===== src/rtl/ac_div_pkg.sv =====
// Shared types and constants for the sequential 16/8 approximate divider.
package ac_div_pkg;

  localparam int unsigned DIVIDEND_W = 16;
  localparam int unsigned DIVISOR_W  = 8;
  localparam int unsigned QUOT_W     = 16;

  // Quotient reported for a zero divisor.
  localparam logic [QUOT_W-1:0] DIV0_QUOT = 16'hFFFF;

  typedef enum logic [1:0] {
    StIdle,
    StCalc,
    StDone
  } state_e;

endpackage


===== src/rtl/ac_div_step.sv =====
// One restoring-division step: shift in the next dividend bit, trial-subtract the divisor.
module ac_div_step
  import ac_div_pkg::*;
(
  input  logic [DIVISOR_W:0]   pr_i,
  input  logic                 bit_i,
  input  logic [DIVISOR_W-1:0] divisor_i,
  output logic [DIVISOR_W:0]   pr_o,
  output logic                 q_bit_o
);

  logic [DIVISOR_W:0] pr_shift;
  logic [DIVISOR_W:0] divisor_ext;

  // pr_i < divisor on entry, so the 9-bit shifted value cannot overflow the compare.
  always_comb begin
    pr_shift    = {pr_i[DIVISOR_W-1:0], bit_i};
    divisor_ext = {1'b0, divisor_i};
    if (pr_shift >= divisor_ext) begin
      pr_o    = pr_shift - divisor_ext;
      q_bit_o = 1'b1;
    end else begin
      pr_o    = pr_shift;
      q_bit_o = 1'b0;
    end
  end

endmodule


===== src/rtl/ac_seq_div16.sv =====
// Sequential radix-2 restoring divider, 16-bit dividend / 8-bit divisor, with optional
// truncation of the low APPROX_BITS quotient iterations (those bits read as zero).
module ac_seq_div16
  import ac_div_pkg::*;
#(
  parameter int unsigned APPROX_BITS = 0
) (
  input  logic                  clk,
  input  logic                  rst,
  input  logic                  in_valid,
  output logic                  in_ready,
  input  logic [DIVIDEND_W-1:0] dividend,
  input  logic [DIVISOR_W-1:0]  divisor,
  output logic                  out_valid,
  input  logic                  out_ready,
  output logic [QUOT_W-1:0]     quotient,
  output logic [DIVISOR_W-1:0]  remainder,
  output logic                  div_by_zero
);

  localparam int unsigned N_ITER  = DIVIDEND_W - APPROX_BITS;
  localparam logic [3:0]  CntInit = 4'(N_ITER - 1);

  state_e                 state_q, state_d;
  logic [3:0]             cnt_q, cnt_d;
  logic [DIVISOR_W:0]     pr_q, pr_d;
  logic [DIVIDEND_W-1:0]  dsr_q, dsr_d;
  logic [DIVISOR_W-1:0]   divisor_q, divisor_d;
  logic [QUOT_W-1:0]      qacc_q, qacc_d;
  logic [QUOT_W-1:0]      quot_q, quot_d;
  logic [DIVISOR_W-1:0]   rem_q, rem_d;
  logic                   dbz_q, dbz_d;
  logic                   ov_q, ov_d;

  logic [DIVISOR_W:0]     pr_step;
  logic                   q_bit;
  logic [QUOT_W-1:0]      qacc_next;

  ac_div_step u_step (
    .pr_i      (pr_q),
    .bit_i     (dsr_q[DIVIDEND_W-1]),
    .divisor_i (divisor_q),
    .pr_o      (pr_step),
    .q_bit_o   (q_bit)
  );

  assign qacc_next   = {qacc_q[QUOT_W-2:0], q_bit};
  assign in_ready    = (state_q == StIdle);
  assign out_valid   = ov_q;
  assign quotient    = quot_q;
  assign remainder   = rem_q;
  assign div_by_zero = dbz_q;

  // Next-state and datapath control; registers hold unless a state acts on them.
  always_comb begin
    state_d   = state_q;
    cnt_d     = cnt_q;
    pr_d      = pr_q;
    dsr_d     = dsr_q;
    divisor_d = divisor_q;
    qacc_d    = qacc_q;
    quot_d    = quot_q;
    rem_d     = rem_q;
    dbz_d     = dbz_q;
    ov_d      = ov_q;
    unique case (state_q)
      StIdle: begin
        if (in_valid) begin
          divisor_d = divisor;
          if (divisor == '0) begin
            state_d = StDone;
            quot_d  = DIV0_QUOT;
            rem_d   = dividend[DIVISOR_W-1:0];
            dbz_d   = 1'b1;
            ov_d    = 1'b1;
          end else begin
            state_d = StCalc;
            pr_d    = '0;
            dsr_d   = dividend;
            cnt_d   = CntInit;
            qacc_d  = '0;
          end
        end
      end
      StCalc: begin
        pr_d   = pr_step;
        dsr_d  = {dsr_q[DIVIDEND_W-2:0], 1'b0};
        qacc_d = qacc_next;
        if (cnt_q == '0) begin
          state_d = StDone;
          // Skipped iterations land as zero LSBs.
          quot_d  = qacc_next << APPROX_BITS;
          rem_d   = pr_step[DIVISOR_W-1:0];
          dbz_d   = 1'b0;
          ov_d    = 1'b1;
        end else begin
          cnt_d = cnt_q - 4'd1;
        end
      end
      StDone: begin
        if (out_ready) begin
          state_d = StIdle;
          ov_d    = 1'b0;
        end
      end
      default: state_d = StIdle;
    endcase
  end

  // State and datapath registers with synchronous reset.
  always_ff @(posedge clk) begin
    if (rst) begin
      state_q   <= StIdle;
      cnt_q     <= '0;
      pr_q      <= '0;
      dsr_q     <= '0;
      divisor_q <= '0;
      qacc_q    <= '0;
      quot_q    <= '0;
      rem_q     <= '0;
      dbz_q     <= 1'b0;
      ov_q      <= 1'b0;
    end else begin
      state_q   <= state_d;
      cnt_q     <= cnt_d;
      pr_q      <= pr_d;
      dsr_q     <= dsr_d;
      divisor_q <= divisor_d;
      qacc_q    <= qacc_d;
      quot_q    <= quot_d;
      rem_q     <= rem_d;
      dbz_q     <= dbz_d;
      ov_q      <= ov_d;
    end
  end

endmodule

===== config.mk =====
export PLATFORM = sky130hd
export DESIGN_NAME = ac_seq_div16
export DESIGN_NICKNAME = d
export VERILOG_FILES = /design/src/rtl/ac_div_pkg.sv /design/src/rtl/ac_div_step.sv /design/src/rtl/ac_seq_div16.sv
export SDC_FILE = /design/constraint.sdc
export NUM_CORES = 1
export LEC_CHECK = 0
export CAP_MARGIN = 20
export CORE_MARGIN = 3
export CORE_UTILIZATION = 53
export DETAILED_ROUTE_END_ITERATION = 7
export HOLD_SLACK_MARGIN = 0.12
export PLACE_DENSITY = 0.76
export SLEW_MARGIN = 0
export SYNTH_ARGS = -nofsm -noshare
export SYNTH_HDL_FRONTEND = slang
export SYNTH_SLANG_ARGS = --single-unit

===== constraint.sdc =====
create_clock -name clk -period 2.8 [get_ports clk]
set_clock_uncertainty 0.15 [all_clocks]
set_input_delay 0.28 -clock clk [delete_from_list [all_inputs] [get_ports clk]]
set_output_delay 0.28 -clock clk [all_outputs]
set_load 0.05 [all_outputs]

==> flow_metrics.py, run 1 <==
metrics = {
    "status": {
        "status": "finished clean",
    },
    "floorplanning": {
        "die_area_sq_mm": 0.00764,
        "chipHeight_um": 87.4,
        "initial_core_util": 0.550,
        "rows": 29,
        "core_sq_mm": 0.00639,
        "ios": 55,
        "die_width_um": 87.4,
    },
    "routing": {
        "wl_per_cell_um": 15.0,
        "drc": 0,
        "first_pass_iters": 5,
        "ant_nets": 0,
        "routed_wl_um": 8230,
        "drt_iter0_drc": 184,
        "vias": 3176,
        "routed_via_density": 5.77,
    },
    "worst_setup_path": {
        "critPathLaunchType": "register",
        "critPathKind": "reg2out",
        "crit_fanout": 22,
        "cp.arrival_ps": 2090,
        "reg2reg_from": "dsr_q[15]",
        "worst_r2r_endpoint": "remainder[6]",
        "end_kind": "output pin",
        "rrSetupSlack_ps": 310,
        "reg2reg_depth": 9,
        "cp.required_ps": 2370,
    },
    "global_routing": {
        "grt_use_total": 0.225,
        "grt_pass1_wl_um": 13700,
        "grt_max_degree": 60,
        "grt_pass1_vias": 3030,
        "overflow": 0,
        "antenna_found_initial": 0,
    },
    "timing": {
        "max_freq_mhz": 396,
        "layout_min_cycle_time_ps": 2520,
        "hold_viol_final": 0,
        "worst_pin_slew_ps": 763,
        "finalSetupViolCount": 0,
        "fin_ws_ps": 276,
        "rsz0062_at_grt": "false",
        "tns_ps": 0,
        "slew_viol_final": 0,
        "fin_crit_sh": 0.901,
        "slew_headroom": 0.490,
    },
    "clock_network": {
        "root_buffer": "clkbuf_8",
        "clockBufferDepth": 2,
        "cts_setup_buffers": 0,
        "cts_tree": "done",
        "cts_made_buffers": 9,
        "clk_latency_ps": 350,
        "h-tree-depth": 3,
        "path_clk_slew_ps": 90,
        "ctsResizeCount": 0,
        "cts_sinks": 79,
        "ctsHoldBuffers": 0,
    },
    "place": {
        "place_ws_ps": 192,
        "dpl.hpwl_um": 5680,
        "io_buffers": 54,
        "dp_cells": 534,
        "place_congestion": 0.840,
    },
    "synth": {
        "synth_compound_area_frac": 0.195,
        "netlist_area_sq_mm": 0.00351,
        "synthMuxAreaShare": 0.00926,
        "synth_common_cells": "dfxtp_1, nor2_1, nand2_1",
        "synth-warning-count": 0,
        "synth_top_family_by_area": "simple AND/OR/NAND/NOR gates",
        "synth_cell_types": 49,
        "ys.flop_type": "dfxtp_1",
        "syn_area_per_cell_sq_um": 8.30,
        "synth-edff-count": 0,
        "synthesis.nets": 461,
        "yosysTopAreaCell": "dfxtp_1",
        "ys_seq_area_frac": 0.450,
        "synth_top_area_share": 0.450,
        "yosysMostFrequentCell": "dfxtp_1",
        "netlist_instances": 423,
        "synthTopCellsByArea": "dfxtp_1, nor2_1, nand2_1",
        "synth.ff_latch_count": 79,
        "synthAdderAreaFrac": 0.0378,
        "synthSimpleGateAreaFrac": 0.239,
        "async_flop_share": 0,
        "synthXorXnorAreaFrac": 0.0125,
    },
    "hold_path": {
        "min_to": "dsr_q[0]",
        "worstHoldStart": "rst",
        "hold_depth": 2,
        "hp-class": "in2reg",
    },
    "pwr": {
        "powerDensity_mw_per_mm2": 759,
        "finalPower_uw": 3290,
        "p_leak_uw": 0.00160,
        "peakVddDrop_mv": 0.496,
    },
    "run": {
        "cap_viol_max_count": 0,
    },
    "cells_and_area": {
        "final_util": 0.678,
        "antennaDiodeCount": 0,
        "drive_above_1_share": 0.0803,
        "finalNonFillerCells": 550,
        "fill_cells": 522,
        "nNetsFinal": 506,
        "area_growth_pct": 23.2,
    },
}
==> kinds of logic after synthesis <==
kind of cell               after synthesis
buffers and inverters                   44
and+or+nand+nor                        190
xor gates and xnor gates                 5
AOI/OAI and AO/OA                       92
DFF                                     79
adders and majority gates               10
muxes                                    3
==> how the worst max path moves through the flow <==
stage,from,endpoint,cells past startpoint,slack [ps]
2_1_floorplan,state_q[0],remainder[4],6,400
3_3_place_gp,divisor[1],dsr_q[11],8,320
3_5_place_dp,divisor[4],dsr_q[12],8,190
4_1_cts,state_q[1],in_ready,2,280
5_1_grt,state_q[1],in_ready,2,170
6_report,state_q[1],in_ready,2,280
==> cell type report <==
| cell class | count | area [sq um] | area share |
|---|---|---|---|
| multi-input combinational | 300 | 1730 | 0.400 |
| sequential | 79 | 1580 | 0.365 |
| timing repair buffer | 64 | 636 | 0.147 |
| clock buffer | 9 | 124 | 0.0286 |
| clock inverter | 7 | 105 | 0.0243 |
| tap | 77 | 96.3 | 0.0223 |
| inverter | 14 | 52.6 | 0.0121 |
==> flip-flops by register name (all words and copies together), names as in the netlist, 2 cells and up <==
name and count:
state_q 2, quotient 16, divisor_q 8, dsr_q 16, qacc_q 15, cnt_q 4
remainder 8, pr_q 8
==> metal layers <==
layer / GRT usage / vias to the layer above / part of all wire
li1: - / 1583 / -
met1: 0.303 / 1475 / 0.46
met2: 0.352 / 107 / 0.47
met3: 0.0473 / 11 / 0.061
met4: 0.0851 / 0 / 0.012
met5: 0 / - / 0
==> metrics by stage <==
step,hold slack [ps],cell area (sq um)
2_1_floorplan,248,3510
3_3_place_gp,295,4100
3_5_place_dp,298,4100
4_1_cts,209,4330
5_1_grt,253,4330
6_report,225,4330
==> worst max-delay path, cell delays in order (launching register included) <==
cell and delay, ps:
dfxtp_1 800, nor2_1 190, clkdlybuf4s50_1 750
==> power by group <==
part / total, uW / internal [uW] / leakage [uW] / switching, uW
Sequential: 1300 / 1230 / 0.000645 / 73.3
Combinational: 1020 / 390 / 0.000841 / 625
Clock: 968 / 516 / 0.000117 / 452
==> cells in the final DEF, fill, tap and decap left out, types with 4 or more instances in the layout <==
| master | count |
|---|---|
| nor3_1 | 16 |
| nor2_1 | 70 |
| ha_1 | 9 |
| nor4_1 | 18 |
| a22oi_1 | 14 |
| xnor2_1 | 4 |
| a21oi_1 | 31 |
| dfxtp_1 | 79 |
| a311oi_1 | 21 |
| clkbuf_8 | 9 |
| nand2_1 | 67 |
| clkdlybuf4s50_1 | 53 |
| inv_1 | 13 |
| buf_4 | 8 |
Power figures use the tool's default switching activity.
==> inputs of run 2 (changes only) <==
- CORE_UTILIZATION: 53 -> 63
- DONT_BUFFER_PORTS: default -> 1
- PLACE_DENSITY: 0.76 -> 0.79
- SYNTH_HIERARCHICAL: default -> 1
==> flow_metrics.py, run 2 <==
metrics = {
    "pwr": {
        "powerDensity_mw_per_mm2": 734,
        "peakVddDrop_mv": 0.477,
        "p_leak_uw": 0.00165,
        "finalPower_uw": 3320,
    },
    "worst_setup_path": {
        "critPathKind": "reg2reg",
        "worstPathCellList": "inv_1 -> ha_4 -> a21o_1 -> o21bai_1 -> a211o_1 -> buf_4 -> o311ai_0 -> a21oi_1 -> mux2_2 -> nor3_1 -> nor3_1",
        "cp_slowest_cell": "dfxtp_1",
        "crit_top_cell": "nor3_1",
        "cp.arrival_ps": 2830,
        "cp.required_ps": 2900,
        "critPathLaunchType": "register",
        "crit_family": "compound AO/OA/AOI/OAI gates",
        "crit_fanout": 5,
        "critPathBufInv": 2,
        "cp_slowest_stage_delay_ps": 350,
        "end_kind": "register",
    },
    "hold_path": {
        "hp-class": "in2reg",
    },
    "timing": {
        "worst_pin_slew_ps": 909,
        "slew_headroom": 0.394,
        "rsz0062_at_grt": "false",
        "slew_viol_final": 0,
        "tns_ps": 0,
        "layout_min_cycle_time_ps": 2730,
        "finalSetupViolCount": 0,
        "max_freq_mhz": 366,
        "fin_crit_sh": 0.977,
        "hold_viol_final": 0,
    },
    "clock_network": {
        "h-tree-depth": 3,
        "root_buffer": "clkbuf_8",
        "cts_setup_buffers": 0,
        "clockBufferDepth": 2,
        "cts_tree": "done",
        "clk_latency_ps": 360,
        "cts_made_buffers": 9,
        "cts_sinks": 79,
        "path_clk_slew_ps": 90,
    },
    "floorplanning": {
        "initial_core_util": 0.654,
        "ios": 55,
        "die_width_um": 84.7,
        "core_sq_mm": 0.00596,
        "die_area_sq_mm": 0.00717,
        "chipHeight_um": 84.7,
        "rows": 28,
    },
    "routing": {
        "ant_nets": 0,
        "drt_iter0_drc": 366,
        "first_pass_iters": 5,
        "routed_wl_um": 10500,
        "drc": 0,
        "vias": 3657,
        "wl_per_cell_um": 18.6,
        "routed_via_density": 6.46,
    },
    "synth": {
        "netlist_area_sq_mm": 0.00390,
        "synth-warning-count": 6,
        "netlist_instances": 465,
        "synthesis.nets": 503,
        "syn_area_per_cell_sq_um": 8.38,
    },
    "global_routing": {
        "grt_max_degree": 65,
        "grt_use_total": 0.288,
        "grt_pass1_vias": 3381,
        "overflow": 0,
        "grt_pass1_wl_um": 16700,
        "antenna_found_initial": 0,
    },
    "cells_and_area": {
        "area_growth_pct": 16.0,
        "drive_above_1_share": 0.173,
        "fill_cells": 438,
        "nNetsFinal": 524,
        "antennaDiodeCount": 0,
        "layout.cells.most_common": "a21oi_1",
        "final_cell_mix": "a21oi_1, dfxtp_1, nand2_1, nor3_1, dlygate4sd3_1",
    },
    "place": {
        "io_buffers": 0,
        "place_congestion": 0.894,
        "dpl.hpwl_um": 6320,
    },
    "run": {
        "cap_viol_max_count": 0,
    },
    "status": {
        "status": "finished clean",
    },
}
[run 2: through the flow]
step                      instance area, sq um  setup WS [ps]  hold WS, ps  instances  utilization
after floorplan                           3900           73.6          266        465            -
after global placement                    3970            121          204        523        0.667
after detailed placement                  3970           23.9          205        523        0.667
after CTS                                 4460           51.2          123        565        0.749
after global routing                      4520           10.6          134        566        0.759
final                                     4520           65.3          133        566        0.759
[run 2: area by class of cell]
type | count | area [sq um] | area share
multi-input cells | 331 | 2120 | 0.469
well taps | 75 | 93.8 | 0.0208
flip-flops and latches | 79 | 1580 | 0.350
inverters | 20 | 75.1 | 0.0166
repair buffers | 45 | 440 | 0.0974
clock inverters | 7 | 83.8 | 0.0185
clock buffers | 9 | 124 | 0.0274
[run 2: path summary, 6_finish.rpt]
check,from,endpoint,slack [ps],cells past startpoint
worst max register to register,divisor_q[4],remainder[7],70,11
worst min register to register,dsr_q[12],dsr_q[12],310,2
worst max-delay path,divisor_q[4],remainder[7],70,11
worst min-delay path,rst,divisor_q[3],130,2
[run 2: timing repair]
item                       in CTS  in global routing
hold buffers                   26                  0
pin swaps                       0                  1
hold endpoints to repair       79                  0
gates resized for setup         1                  6
setup endpoints to repair       1                  9
cloned                          0                  0
[run 2: worst register-to-register path, stage by stage (launching register included)]
cell and delay [ps]:
dfxtp_1 350, inv_1 70, ha_4 230, a21o_1 190, o21bai_1 150, a211o_1 310, buf_4 160, o311ai_0 110
a21oi_1 210, mux2_2 300, nor3_1 310, nor3_1 80
[run 2: layer usage]
| metal | GRT usage | part of all wire |
|---|---|---|
| met1 | 0.383 | 0.41 |
| met2 | 0.460 | 0.48 |
| met3 | 0.0579 | 0.087 |
| met4 | 0.118 | 0.031 |
| met5 | 0 | 0 |
[run 2: power by group]
part           switching (uW)  internal, uW
logic                     571           429
registers                 199          1220
clock network             468           431
